--- src/rtl/zx_cpu_ce_gen.sv ---
// zx_cpu_ce_gen: CPU/PSG/pixel clock-enable generator with safe speed-switch handshake
// Ports:
//   i_clk_sys, i_reset_n          system clock, async active-low reset
//   i_speed_req                   requested speed level (clamped to NUM_LVL-1)
//   i_sync_p, i_sync_n            ULA-derived CPU enables used at level 0
//   i_ram_ready                   SDRAM ready, stalls fast levels when low
//   o_ce_cpu_p, o_ce_cpu_n        gated CPU enables
//   o_ce_cpu                      gated turbo p tick for FDC/tape timing
//   o_ce_psg, o_ce_7mp, o_ce_7mn  fixed PSG and pixel enables
//   o_cpu_en, o_speed_cur         CPU running flag, level in force
//   o_switching                   high from speed change until CPU resumes
module zx_cpu_ce_gen #(
  parameter int LVL_W     = 3,
  parameter int NUM_LVL   = 5,
  parameter int PSG_LOG2  = 6,
  parameter int PIX_LOG2  = 4,
  parameter int SETTLE_W  = 2,
  parameter int STALL_LVL = 3
) (
  input  logic             i_clk_sys,
  input  logic             i_reset_n,
  input  logic [LVL_W-1:0] i_speed_req,
  input  logic             i_sync_p,
  input  logic             i_sync_n,
  input  logic             i_ram_ready,
  output logic             o_ce_cpu_p,
  output logic             o_ce_cpu_n,
  output logic             o_ce_cpu,
  output logic             o_ce_psg,
  output logic             o_ce_7mp,
  output logic             o_ce_7mn,
  output logic             o_cpu_en,
  output logic [LVL_W-1:0] o_speed_cur,
  output logic             o_switching
);
  localparam int CW0 = NUM_LVL > PSG_LOG2 ? NUM_LVL : PSG_LOG2;
  localparam int CW  = CW0 > PIX_LOG2 ? CW0 : PIX_LOG2;
  logic [CW-1:0]       r_cnt;
  logic                r_tp, r_tn, r_psg, r_7mp, r_7mn, r_cpu_en, r_switching;
  logic [LVL_W-1:0]    r_speed_cur;
  logic [SETTLE_W-1:0] r_settle;
  logic [LVL_W-1:0]    w_shamt, w_req;
  logic [CW:0]         w_sh;
  logic [CW-1:0]       w_mask, w_half;
  logic                w_sp, w_sn, w_lvl0;
  logic                w_cpu_en_nx, w_switching_nx;
  logic [LVL_W-1:0]    w_speed_nx;
  logic [SETTLE_W-1:0] w_settle_nx;
  assign w_shamt = LVL_W'(NUM_LVL) - r_speed_cur;
  assign w_sh    = ((CW+1)'(1) << w_shamt) - (CW+1)'(1);
  assign w_mask  = w_sh[CW-1:0];
  // half-period point is the top set bit of the mask
  assign w_half  = w_mask ^ (w_mask >> 1);
  assign w_req   = (i_speed_req >= LVL_W'(NUM_LVL)) ? LVL_W'(NUM_LVL - 1) : i_speed_req;
  assign w_lvl0  = r_speed_cur == '0;
  assign w_sp    = w_lvl0 ? i_sync_p : r_tp;
  assign w_sn    = w_lvl0 ? i_sync_n : r_tn;
  assign o_ce_cpu_p  = r_cpu_en & w_sp;
  assign o_ce_cpu_n  = r_cpu_en & w_sn;
  assign o_ce_cpu    = r_cpu_en & r_tp;
  assign o_ce_psg    = r_psg;
  assign o_ce_7mp    = r_7mp;
  assign o_ce_7mn    = r_7mn;
  assign o_cpu_en    = r_cpu_en;
  assign o_speed_cur = r_speed_cur;
  assign o_switching = r_switching;
  // handshake only advances on the selected n tick so level changes land between CPU half-cycles
  always_comb begin
    w_cpu_en_nx    = r_cpu_en;
    w_switching_nx = r_switching;
    w_speed_nx     = r_speed_cur;
    w_settle_nx    = r_settle;
    if (w_sn) begin
      if (w_req != r_speed_cur) begin
        w_cpu_en_nx    = 1'b0;
        w_settle_nx    = SETTLE_W'(1);
        w_speed_nx     = w_req;
        w_switching_nx = 1'b1;
      end else begin
        w_settle_nx = (r_settle != '0) ? r_settle + SETTLE_W'(1) : r_settle;
        if (!r_cpu_en && r_settle == '0 && i_ram_ready) begin
          w_cpu_en_nx    = 1'b1;
          w_switching_nx = 1'b0;
        end else if (r_speed_cur >= LVL_W'(STALL_LVL) && !i_ram_ready) begin
          w_cpu_en_nx = 1'b0;
        end
      end
    end
  end
  always_ff @(posedge i_clk_sys or negedge i_reset_n) begin
    if (!i_reset_n) begin
      r_cnt       <= '0;
      r_tp        <= 1'b0;
      r_tn        <= 1'b0;
      r_psg       <= 1'b0;
      r_7mp       <= 1'b0;
      r_7mn       <= 1'b0;
      r_cpu_en    <= 1'b0;
      r_switching <= 1'b0;
      r_speed_cur <= '0;
      r_settle    <= '0;
    end else begin
      r_cnt       <= r_cnt + CW'(1);
      r_tp        <= (r_cnt & w_mask) == '0;
      r_tn        <= (r_cnt & w_mask) == w_half;
      r_psg       <= r_cnt[PSG_LOG2-1:0] == '0;
      r_7mp       <= r_cnt[PIX_LOG2-1:0] == '0;
      r_7mn       <= r_cnt[PIX_LOG2-1:0] == PIX_LOG2'(1 << (PIX_LOG2 - 1));
      r_cpu_en    <= w_cpu_en_nx;
      r_switching <= w_switching_nx;
      r_speed_cur <= w_speed_nx;
      r_settle    <= w_settle_nx;
    end
  end
endmodule

--- config.mk ---
export PLATFORM = sky130hd
export DESIGN_NAME = zx_cpu_ce_gen
export DESIGN_NICKNAME = d
export VERILOG_FILES = /design/src/rtl/zx_cpu_ce_gen.sv
export SDC_FILE = /design/constraint.sdc
export NUM_CORES = 1
export LEC_CHECK = 0
export ABC_AREA = 1
export CAP_MARGIN = 20
export CORE_MARGIN = 5
export CORE_UTILIZATION = 56
export DETAILED_ROUTE_END_ITERATION = 10
export GPL_ROUTABILITY_DRIVEN = 0
export PLACE_DENSITY = 0.81
export SLEW_MARGIN = 25
export SYNTH_ARGS = -nofsm -noshare
export SYNTH_HDL_FRONTEND = slang
export SYNTH_SLANG_ARGS = --single-unit
--- constraint.sdc ---
create_clock -name i_clk_sys -period 3.7 [get_ports i_clk_sys]
set_input_delay 0.555 -clock i_clk_sys [delete_from_list [all_inputs] [get_ports i_clk_sys]]
set_output_delay 0.555 -clock i_clk_sys [all_outputs]
set_load 0.02 [all_outputs]
==> impl_metrics.env <==
export IMPL_routed_wirelength_mm=2.49
export IMPL_p_leak_nw=0.691
export IMPL_clk_pin_slew_ns=0.11
export IMPL_fp_row_count=16
export IMPL_dp_hpwl_mm=1.88
export IMPL_final_cell_mix="39 x nand2_1, 21 x inv_1, 18 x clkdlybuf4s50_1, 18 x dfrtp_1, 16 x nand3_1"
export IMPL_crit_start="o_speed_cur[0]"
export IMPL_crit_arrival_ns=1.99
export IMPL_grtUsageTotal_pct=17.0
export IMPL_tightestPinTransition_ns=0.831
export IMPL_max_clock_freq_mhz=392
export IMPL_setup_violations=0
export IMPL_die_h_microns=55.5
export IMPL_coreArea_sq_um=1960
export IMPL_antenna_cells=0
export IMPL_synth_cell_types=25
export IMPL_syn_inst=146
export IMPL_post_cts_resized=0
export IMPL_r2r_start="o_speed_cur[1]"
export IMPL_io_buffers=18
export IMPL_synth_area_top_cells="dfrtp_1 39%, nand2_1 13%, ha_1 7.5%"
export IMPL_hold_buffers=0
export IMPL_io_pins=19
export IMPL_area_growth_syn_to_layout_pct=18.7
export IMPL_initial_core_util_pct=59.2
export IMPL_final_core_util_pct=70.3
export IMPL_via_per_inst=5.19
export IMPL_cts_path_max_buffers=2
export IMPL_drive_gt1_share_pct=9.76
export IMPL_synthesis_nets=161
export IMPL_yosys_area_top_type="dfrtp_1"
export IMPL_clk_latency_ns=0.29
export IMPL_cap_viol_max_count=0
export IMPL_yosysTopAreaCellShare_pct=38.8
export IMPL_cp_max_fo=11
export IMPL_synth_area_sq_um=1160
export IMPL_cts_sinks=18
export IMPL_yosysSeqAreaShare_pct=38.8
export IMPL_drc=0
export IMPL_rsz0062_at_grt="no"
export IMPL_dr_pass1_iters=4
export IMPL_holdCritStartpoint="r_cnt[4]"
export IMPL_peakVddDrop_uv=541
export IMPL_reg2reg_slack_ns=1.85
export IMPL_ant_nets=0
export IMPL_h_tree_depth=1
export IMPL_layout_nets=180
export IMPL_die_area_sq_um=3080
export IMPL_post_route_period_util_pct=68.9
export IMPL_cts_buffers=3
export IMPL_grt_overflow_total=0
export IMPL_grt_pass1_wl_mm=4.23
export IMPL_vias=992
export IMPL_fin_setup_tns_ns=0
export IMPL_cts_setup_buffers=0
export IMPL_hold_viol=0
export IMPL_status="complete, no violations"
export IMPL_antenna_found_initial=0
export IMPL_grt_pass1_vias=1015
export IMPL_yosysWarningCount=0
export IMPL_ys_ff_latch=18
export IMPL_clock_skew_ns=0.000814
export IMPL_max_slew_margin_pct=44.4
export IMPL_drt_iter0_drc=15
export IMPL_drv_slew=0
export IMPL_crit_type="reg2out"
export IMPL_startpoint_type="flip-flop"
export IMPL_die_x_microns=55.5
export IMPL_syn_area_per_cell_sq_um=7.95
export IMPL_layout_min_cycle_time_ns=2.55
export IMPL_wl_per_cell_microns=13.0
export IMPL_cts_tree="built"
export IMPL_worst_setup_path_end_kind="output pin"
export IMPL_cp_required_ns=3.14
export IMPL_p_per_area_nw_per_um2=703
export IMPL_cts_root_buf="clkbuf_4"
export IMPL_hold_class="reg2reg"
export IMPL_final_common_cell="nand2_1"
export IMPL_grt_start_max_net_pins=19
-- layout make-up --
class / instances / area, sq um
Inverter: 23 / 86.3
Timing Repair Buffer: 18 / 180
Fill cell: 167 / 583
Sequential cell: 18 / 450
Multi-Input combinational cell: 101 / 592
Clock buffer: 4 / 36.3
Tap cell: 27 / 33.8
-- state kept, by name, indices dropped and copies added (netlist names) --
name and cells:
r_cnt 6, o_switching 1, r_tp 1, o_ce_7mp 1
r_settle 2, r_tn 1, o_ce_7mn 1, o_speed_cur 3
o_ce_psg 1, o_cpu_en 1
-- per-stage QoR --
stage / setup WS [ns] / total power, mW / area, sq um / hold WS, ns / std cells
final: 1.15 / 0.970 / 1380 / 0.461 / 191
after floorplan: 1.91 / 0.709 / 1160 / 0.259 / 146
after CTS: 1.15 / 0.970 / 1380 / 0.462 / 191
after global placement: 1.23 / 0.822 / 1340 / 0.455 / 187
after global routing: 1.03 / 1.05 / 1380 / 0.484 / 191
after detailed placement: 1.18 / 0.845 / 1340 / 0.448 / 187
-- worst max-delay path, cell delays in order, from the launching register on --
cell and delay [ns]:
dfrtp_1 0.56, nor2_4 0.22, nand2_2 0.10, nand2_2 0.07
nand2_2 0.06, nor2_1 0.08, clkdlybuf4s50_1 0.61
-- cell usage after synthesis --
cell,count
a21oi_1,3
buf_2,2
buf_6,2
clkinv_1,1
dfrtp_1,18
ha_1,7
inv_1,21
inv_2,1
mux2i_1,1
nand2_1,39
nand2_2,4
nand2_4,2
nand3_1,16
nand3_2,2
nand3b_1,1
nand4_1,4
nor2_1,4
nor2_4,1
nor3_1,4
nor3_2,1
nor3b_1,1
o21ai_0,4
o21bai_1,2
o21bai_4,1
xor2_1,4
-- report_power, final --
part / switching (mW) / internal [mW]
Clock: 0.0637 / 0.0600
Combinational: 0.332 / 0.213
Sequential: 0.0635 / 0.238
Total: 0.459 / 0.511
-- worst paths after layout --
kind,endpoint,cells after the start
setup / recovery,o_ce_cpu_n,6
hold / removal,o_ce_psg,1
setup reg to reg,r_tn,8
hold reg to reg,o_ce_psg,1
max in group asynchronous,r_cnt[4],1
min in group asynchronous,o_speed_cur[1],1
-- logic make-up after synthesis --
kind of cell	synth area share, %
compound gates	5.93
xor+xnor	3.02
fa+ha+maj	7.54
buf+inv	10.2
flops	38.8
mux	0.862
simple gates	33.6
-- routing by layer --
metal / vias to the layer above / share of wire (%) / wire, microns / track usage [%]
li1: 500 / - / - / -
met1: 466 / 40 / 1000 / 17.0
met2: 22 / 54 / 1350 / 34.0
met3: 4 / 4.3 / 108 / 4.20
met4: 0 / 0.96 / 24 / 4.51
met5: - / 0 / 0 / 0
(Power assumes the default switching activity.)
